## src/rtl/crc_pkg.sv

```systemverilog
// Shared types and default CRC-model constants for the CRC transmit framer.
package crc_pkg;

  typedef enum logic [0:0] {
    StData,
    StCrc
  } state_e;

  // Defaults describe CRC-16/BUYPASS over byte beats.
  localparam logic [63:0] DefaultPoly      = 64'h8005;
  localparam int unsigned DefaultCrcSize   = 16;
  localparam int unsigned DefaultDataWidth = 8;
  localparam logic [63:0] DefaultInit      = 64'h0;
  localparam bit          DefaultRefIn     = 1'b0;
  localparam bit          DefaultRefOut    = 1'b0;
  localparam logic [63:0] DefaultXorOut    = 64'h0;

endpackage

```

## src/rtl/crc_calc.sv

```systemverilog
// Parameterised bit-serial-unrolled CRC engine: one DATA_WIDTH beat per valid cycle.
module crc_calc
  import crc_pkg::*;
#(
  parameter logic [63:0] POLY       = DefaultPoly,
  parameter int unsigned CRC_SIZE   = DefaultCrcSize,
  parameter int unsigned DATA_WIDTH = DefaultDataWidth,
  parameter logic [63:0] INIT       = DefaultInit,
  parameter bit          REF_IN     = DefaultRefIn,
  parameter bit          REF_OUT    = DefaultRefOut,
  parameter logic [63:0] XOR_OUT    = DefaultXorOut
) (
  input  logic                  clk_i,
  input  logic                  rst_i,
  input  logic                  soft_reset_i,
  input  logic                  valid_i,
  input  logic [DATA_WIDTH-1:0] data_i,
  output logic [CRC_SIZE-1:0]   crc_o
);

  logic [CRC_SIZE-1:0]   crc_q, crc_d;
  logic [DATA_WIDTH-1:0] din;
  logic [CRC_SIZE-1:0]   crc_ref;
  logic                  fb;

  always_comb begin
    din = data_i;
    if (REF_IN) begin
      for (int i = 0; i < int'(DATA_WIDTH); i++) din[i] = data_i[DATA_WIDTH-1-i];
    end
    // Process the beat MSB first, one polynomial step per bit.
    crc_d = crc_q;
    fb    = 1'b0;
    for (int i = int'(DATA_WIDTH) - 1; i >= 0; i--) begin
      fb    = crc_d[CRC_SIZE-1] ^ din[i];
      crc_d = {crc_d[CRC_SIZE-2:0], 1'b0};
      if (fb) crc_d = crc_d ^ POLY[CRC_SIZE-1:0];
    end
  end

  always_ff @(posedge clk_i) begin
    if (rst_i || soft_reset_i) begin
      crc_q <= INIT[CRC_SIZE-1:0];
    end else if (valid_i) begin
      crc_q <= crc_d;
    end
  end

  always_comb begin
    crc_ref = crc_q;
    if (REF_OUT) begin
      for (int i = 0; i < int'(CRC_SIZE); i++) crc_ref[i] = crc_q[CRC_SIZE-1-i];
    end
    crc_o = crc_ref ^ XOR_OUT[CRC_SIZE-1:0];
  end

endmodule

```

## src/rtl/crc_tx_framer.sv

```systemverilog
// Stream framer: forwards payload beats, then appends the frame CRC MSB beat first.
module crc_tx_framer
  import crc_pkg::*;
#(
  parameter logic [63:0] POLY       = DefaultPoly,
  parameter int unsigned CRC_SIZE   = DefaultCrcSize,
  parameter int unsigned DATA_WIDTH = DefaultDataWidth,
  parameter logic [63:0] INIT       = DefaultInit,
  parameter bit          REF_IN     = DefaultRefIn,
  parameter bit          REF_OUT    = DefaultRefOut,
  parameter logic [63:0] XOR_OUT    = DefaultXorOut
) (
  input  logic                  clk_i,
  input  logic                  rst_i,
  input  logic [DATA_WIDTH-1:0] s_data_i,
  input  logic                  s_valid_i,
  input  logic                  s_last_i,
  output logic                  s_ready_o,
  output logic [DATA_WIDTH-1:0] m_data_o,
  output logic                  m_valid_o,
  output logic                  m_last_o,
  input  logic                  m_ready_i,
  output logic [15:0]           frame_cnt_o
);

  localparam int unsigned CrcBeats = CRC_SIZE / DATA_WIDTH;
  localparam int unsigned KW       = (CrcBeats > 1) ? $clog2(CrcBeats) : 1;
  localparam logic [KW-1:0] KLast  = KW'(CrcBeats - 1);

  state_e                state_q, state_d;
  logic [KW-1:0]         k_q, k_d;
  logic [DATA_WIDTH-1:0] m_data_q, m_data_d;
  logic                  m_valid_q, m_valid_d;
  logic                  m_last_q, m_last_d;
  logic [15:0]           frame_cnt_q, frame_cnt_d;
  logic [CRC_SIZE-1:0]   crc;
  logic [DATA_WIDTH-1:0] crc_beat;
  logic                  out_free, accept, crc_load, last_beat, soft_reset;

  crc_calc #(
    .POLY       (POLY),
    .CRC_SIZE   (CRC_SIZE),
    .DATA_WIDTH (DATA_WIDTH),
    .INIT       (INIT),
    .REF_IN     (REF_IN),
    .REF_OUT    (REF_OUT),
    .XOR_OUT    (XOR_OUT)
  ) u_crc_calc (
    .clk_i        (clk_i),
    .rst_i        (rst_i),
    .soft_reset_i (soft_reset),
    .valid_i      (accept),
    .data_i       (s_data_i),
    .crc_o        (crc)
  );

  always_comb begin
    out_free   = !m_valid_q || m_ready_i;
    s_ready_o  = (state_q == StData) && out_free;
    accept     = s_valid_i && s_ready_o;
    crc_load   = (state_q == StCrc) && out_free;
    last_beat  = (k_q == KLast);
    soft_reset = crc_load && last_beat;
    crc_beat   = DATA_WIDTH'(crc >> ((CrcBeats - 1 - int'(k_q)) * DATA_WIDTH));
  end

  always_comb begin
    state_d     = state_q;
    k_d         = k_q;
    m_data_d    = m_data_q;
    m_valid_d   = m_valid_q;
    m_last_d    = m_last_q;
    frame_cnt_d = frame_cnt_q;
    if (m_valid_q && m_ready_i && m_last_q) frame_cnt_d = frame_cnt_q + 16'd1;
    if (accept) begin
      m_data_d  = s_data_i;
      m_valid_d = 1'b1;
      m_last_d  = 1'b0;
      if (s_last_i) begin
        state_d = StCrc;
        k_d     = '0;
      end
    end else if (crc_load) begin
      m_data_d  = crc_beat;
      m_valid_d = 1'b1;
      m_last_d  = last_beat;
      k_d       = k_q + 1'b1;
      if (last_beat) state_d = StData;
    end else if (m_ready_i) begin
      m_valid_d = 1'b0;
      m_last_d  = 1'b0;
    end
  end

  always_ff @(posedge clk_i) begin
    if (rst_i) begin
      state_q     <= StData;
      k_q         <= '0;
      m_data_q    <= '0;
      m_valid_q   <= 1'b0;
      m_last_q    <= 1'b0;
      frame_cnt_q <= '0;
    end else begin
      state_q     <= state_d;
      k_q         <= k_d;
      m_data_q    <= m_data_d;
      m_valid_q   <= m_valid_d;
      m_last_q    <= m_last_d;
      frame_cnt_q <= frame_cnt_d;
    end
  end

  assign m_data_o    = m_data_q;
  assign m_valid_o   = m_valid_q;
  assign m_last_o    = m_last_q;
  assign frame_cnt_o = frame_cnt_q;

endmodule

```

## config.mk

```make
export PLATFORM = sky130hd
export DESIGN_NAME = crc_tx_framer
export DESIGN_NICKNAME = d
export VERILOG_FILES = /design/src/rtl/crc_pkg.sv /design/src/rtl/crc_calc.sv /design/src/rtl/crc_tx_framer.sv
export SDC_FILE = /design/constraint.sdc
export NUM_CORES = 1
export LEC_CHECK = 0
export CORE_ASPECT_RATIO = 1.25
export CORE_UTILIZATION = 54
export DETAILED_ROUTE_END_ITERATION = 8
export GPL_ROUTABILITY_DRIVEN = 0
export PLACE_DENSITY = 0.83
export SLEW_MARGIN = 20
export SYNTH_ARGS = -nofsm -noshare
export SYNTH_HDL_FRONTEND = slang
export SYNTH_SLANG_ARGS = --single-unit
```

## constraint.sdc

```tcl
create_clock -name clk_i -period 3.7 [get_ports clk_i]
set_input_delay 0.37 -clock clk_i [delete_from_list [all_inputs] [get_ports clk_i]]
set_output_delay 0.37 -clock clk_i [all_outputs]
set_load 0.005 [all_outputs]
```

==> impl_metrics.json <==
{
  "routed_wirelength_um": 4100,
  "synth-edff-count": 0,
  "period_minus_slack_ps": 2270,
  "coreArea_um2": 3480,
  "synth_ff_type": "dfxtp_1",
  "drv_slew": 0,
  "crit_type": "in -> reg",
  "leakage_uw": 0.000912,
  "combPwrFrac": 0.238,
  "rows": 24,
  "chipHeight_um": 69.6,
  "drt_first_pass_iters": 4,
  "critPathCaptureType": "register",
  "yosysWarningCount": 0,
  "numCtsBuffers": 5,
  "busiest_layer": "met2",
  "use_met2": 0.351,
  "use_met3": 0.0597,
  "port_buffers": 39,
  "synthCells": 223,
  "clk_pin_slew_worst_paths_ps": 80,
  "ctsResizeCount": 0,
  "startpoint": "s_data_i[6]",
  "drc": 0,
  "vias_per_cell": 5.43,
  "status": "finished clean",
  "area_growth_pct": 25.7,
  "slew_headroom": 0.560,
  "synth.area.top_cells": "dfxtp_1 (45%), xnor2_1 (9.8%), nor2_1 (6.5%)",
  "power_switching_uw": 304,
  "vias": 1629,
  "postCtsSetupBuffers": 0,
  "syn_area_per_cell_um2": 8.85,
  "ys_ff_latch": 44,
  "insertion_delay_ps": 290,
  "hold_class": "reg -> reg",
  "die-area_um2": 3900,
  "htree_levels": 2,
  "fin_setup_tns_ps": 0,
  "die_x_um": 56.1,
  "grt_use_met1": 0.291,
  "antenna_found_initial": 0,
  "fmax_mhz": 440,
  "antenna_cells": 0,
  "irDropWorstVdd_uv": 549,
  "ys_async_sr_fraction": 0,
  "final_nets": 274,
  "grt_first_pass_wirelength_um": 6800,
  "rr_startpoint": "u_crc_calc.crc_o[15]",
  "grt_overflow": 0,
  "ys_types": 27,
  "design_area_um2": 2480,
  "reg2reg_slack_ps": 1590,
  "grt_max_degree": 33,
  "yosysSeqAreaShare": 0.446,
  "placedCellCount": 292,
  "worst_slew_pin_slew_ps": 658,
  "grt_usage": 0.223,
  "dp.final_hpwl_um": 2860,
  "yosysTopAreaCell": "dfxtp_1",
  "crit_fanout": 3,
  "postRouteAntennaNets": 0,
  "p_sw_frac": 0.275,
  "cts_num_sinks": 44,
  "placed_area_um2": 2390,
  "powerDensity_nw_per_um2": 446,
  "avgRoutedWirePerCell_um": 13.7,
  "critPathLaunchType": "input pin",
  "grt_pass1_vias": 1462,
  "hold_viol_final": 0,
  "fin_crit_sh": 0.614,
  "clockBufferDepth": 2,
  "grt_setup_unrepaired": "no",
  "synth_most_common_cell": "dfxtp_1",
  "power_uw": 1110,
  "p_int_uw": 801,
  "pin_count": 40,
  "syn-cell-area_um2": 1970,
  "cts_tree": "yes",
  "drv_cap": 0,
  "synth_top_area_share": 0.446,
  "synth_nets": 237,
  "hp-start": "m_data_o[3]",
  "setup_violations": 0,
  "worstPathArrival_ps": 2500,
  "stdcell_count": 300,
  "drt_iter0_drc": 60,
  "initial_core_util": 0.567,
  "p_clk_frac": 0.274,
  "cp.required_ps": 3930,
  "skew_ps": 5.18,
  "root_buffer": "clkbuf_8",
  "cts_hold_buf": 0,
  "seqPwrFrac": 0.488,
  "drive_above_1_share": 0.0728,
  "synthTopCellsByCount": "dfxtp_1 (44), nor2_1 (34), nand2_1 (26)"
}
-- cell families after synthesis --
kind of cell,share of synthesized area
simple gates,0.183
flops,0.446
compound gates,0.123
xor+xnor,0.163
buf+inv,0.0285
mux,0.0507
fa+ha+maj,0.00634
-- critical path, cell delays in order --
cell	delay, ps
clkdlybuf4s50_1	430
xnor2_1	260
xor2_1	250
xnor3_2	490
xnor2_1	170
or4_1	440
o211ai_2	90
-- power groups by stage --
stage / clock (uW) / sequential, uW / combinational, uW
2_1_floorplan: 0 / 541 / 201
3_3_place_gp: 0 / 550 / 256
3_5_place_dp: 0 / 550 / 263
4_1_cts: 309 / 540 / 264
5_1_grt: 327 / 544 / 290
6_report: 303 / 540 / 263
-- layout make-up --
cell class | instances | area (um2)
fillers | 281 | 1000
repair buffers | 42 | 413
clock buffers | 8 | 90.1
multi-input cells | 164 | 1040
well taps | 39 | 48.8
flip-flops and latches | 44 | 881
inverters | 3 | 11.3
-- metal layers --
| metal | share of wire | wire [um] | up-vias |
|---|---|---|---|
| met5 | 0 | 0 | - |
| met4 | 0.020 | 80 | 0 |
| met3 | 0.039 | 159 | 7 |
| met2 | 0.48 | 1960 | 30 |
| met1 | 0.46 | 1900 | 765 |
| li1 | - | - | 827 |
-- per-stage QoR --
step / hold WS [ps] / setup slack, ps / util
after floorplan: 442 / 1700 / -
after global placement: 443 / 1180 / 0.686
after detailed placement: 448 / 1110 / 0.686
after CTS: 458 / 1430 / 0.712
after global routing: 470 / 1290 / 0.712
final: 455 / 1430 / 0.712
-- state kept, by name (all words and copies together) (netlist names) --
register,flops
m_valid_o,1
m_last_o,1
frame_cnt_o,16
m_data_o,8
u_crc_calc.crc_o,16
k_q,1
state_q,1
-- path summary, 6_finish.rpt --
check             cells after the start                   end
hold / removal                        2           m_data_o[3]
hold reg to reg                       2           m_data_o[3]
setup reg to reg                      6  u_crc_calc.crc_o[15]
setup / recovery                      7  u_crc_calc.crc_o[15]
-- cell usage in the layout (no fill, tap or decap), drive strengths merged, types with 2 or more instances in the layout --
cell           instances
a211oi                 9
a21oi                 16
a22oi                  8
and2                   2
and3                   5
buf                    3
clkbuf                 8
clkdlybuf4s50         39
dfxtp                 44
inv                    3
mux2                   8
nand2                 26
nand3                  6
nand4                  3
nor2                  34
nor2b                  2
xnor2                 22
xor2                  12
No activity file was read; power rests on OpenSTA's default activity.
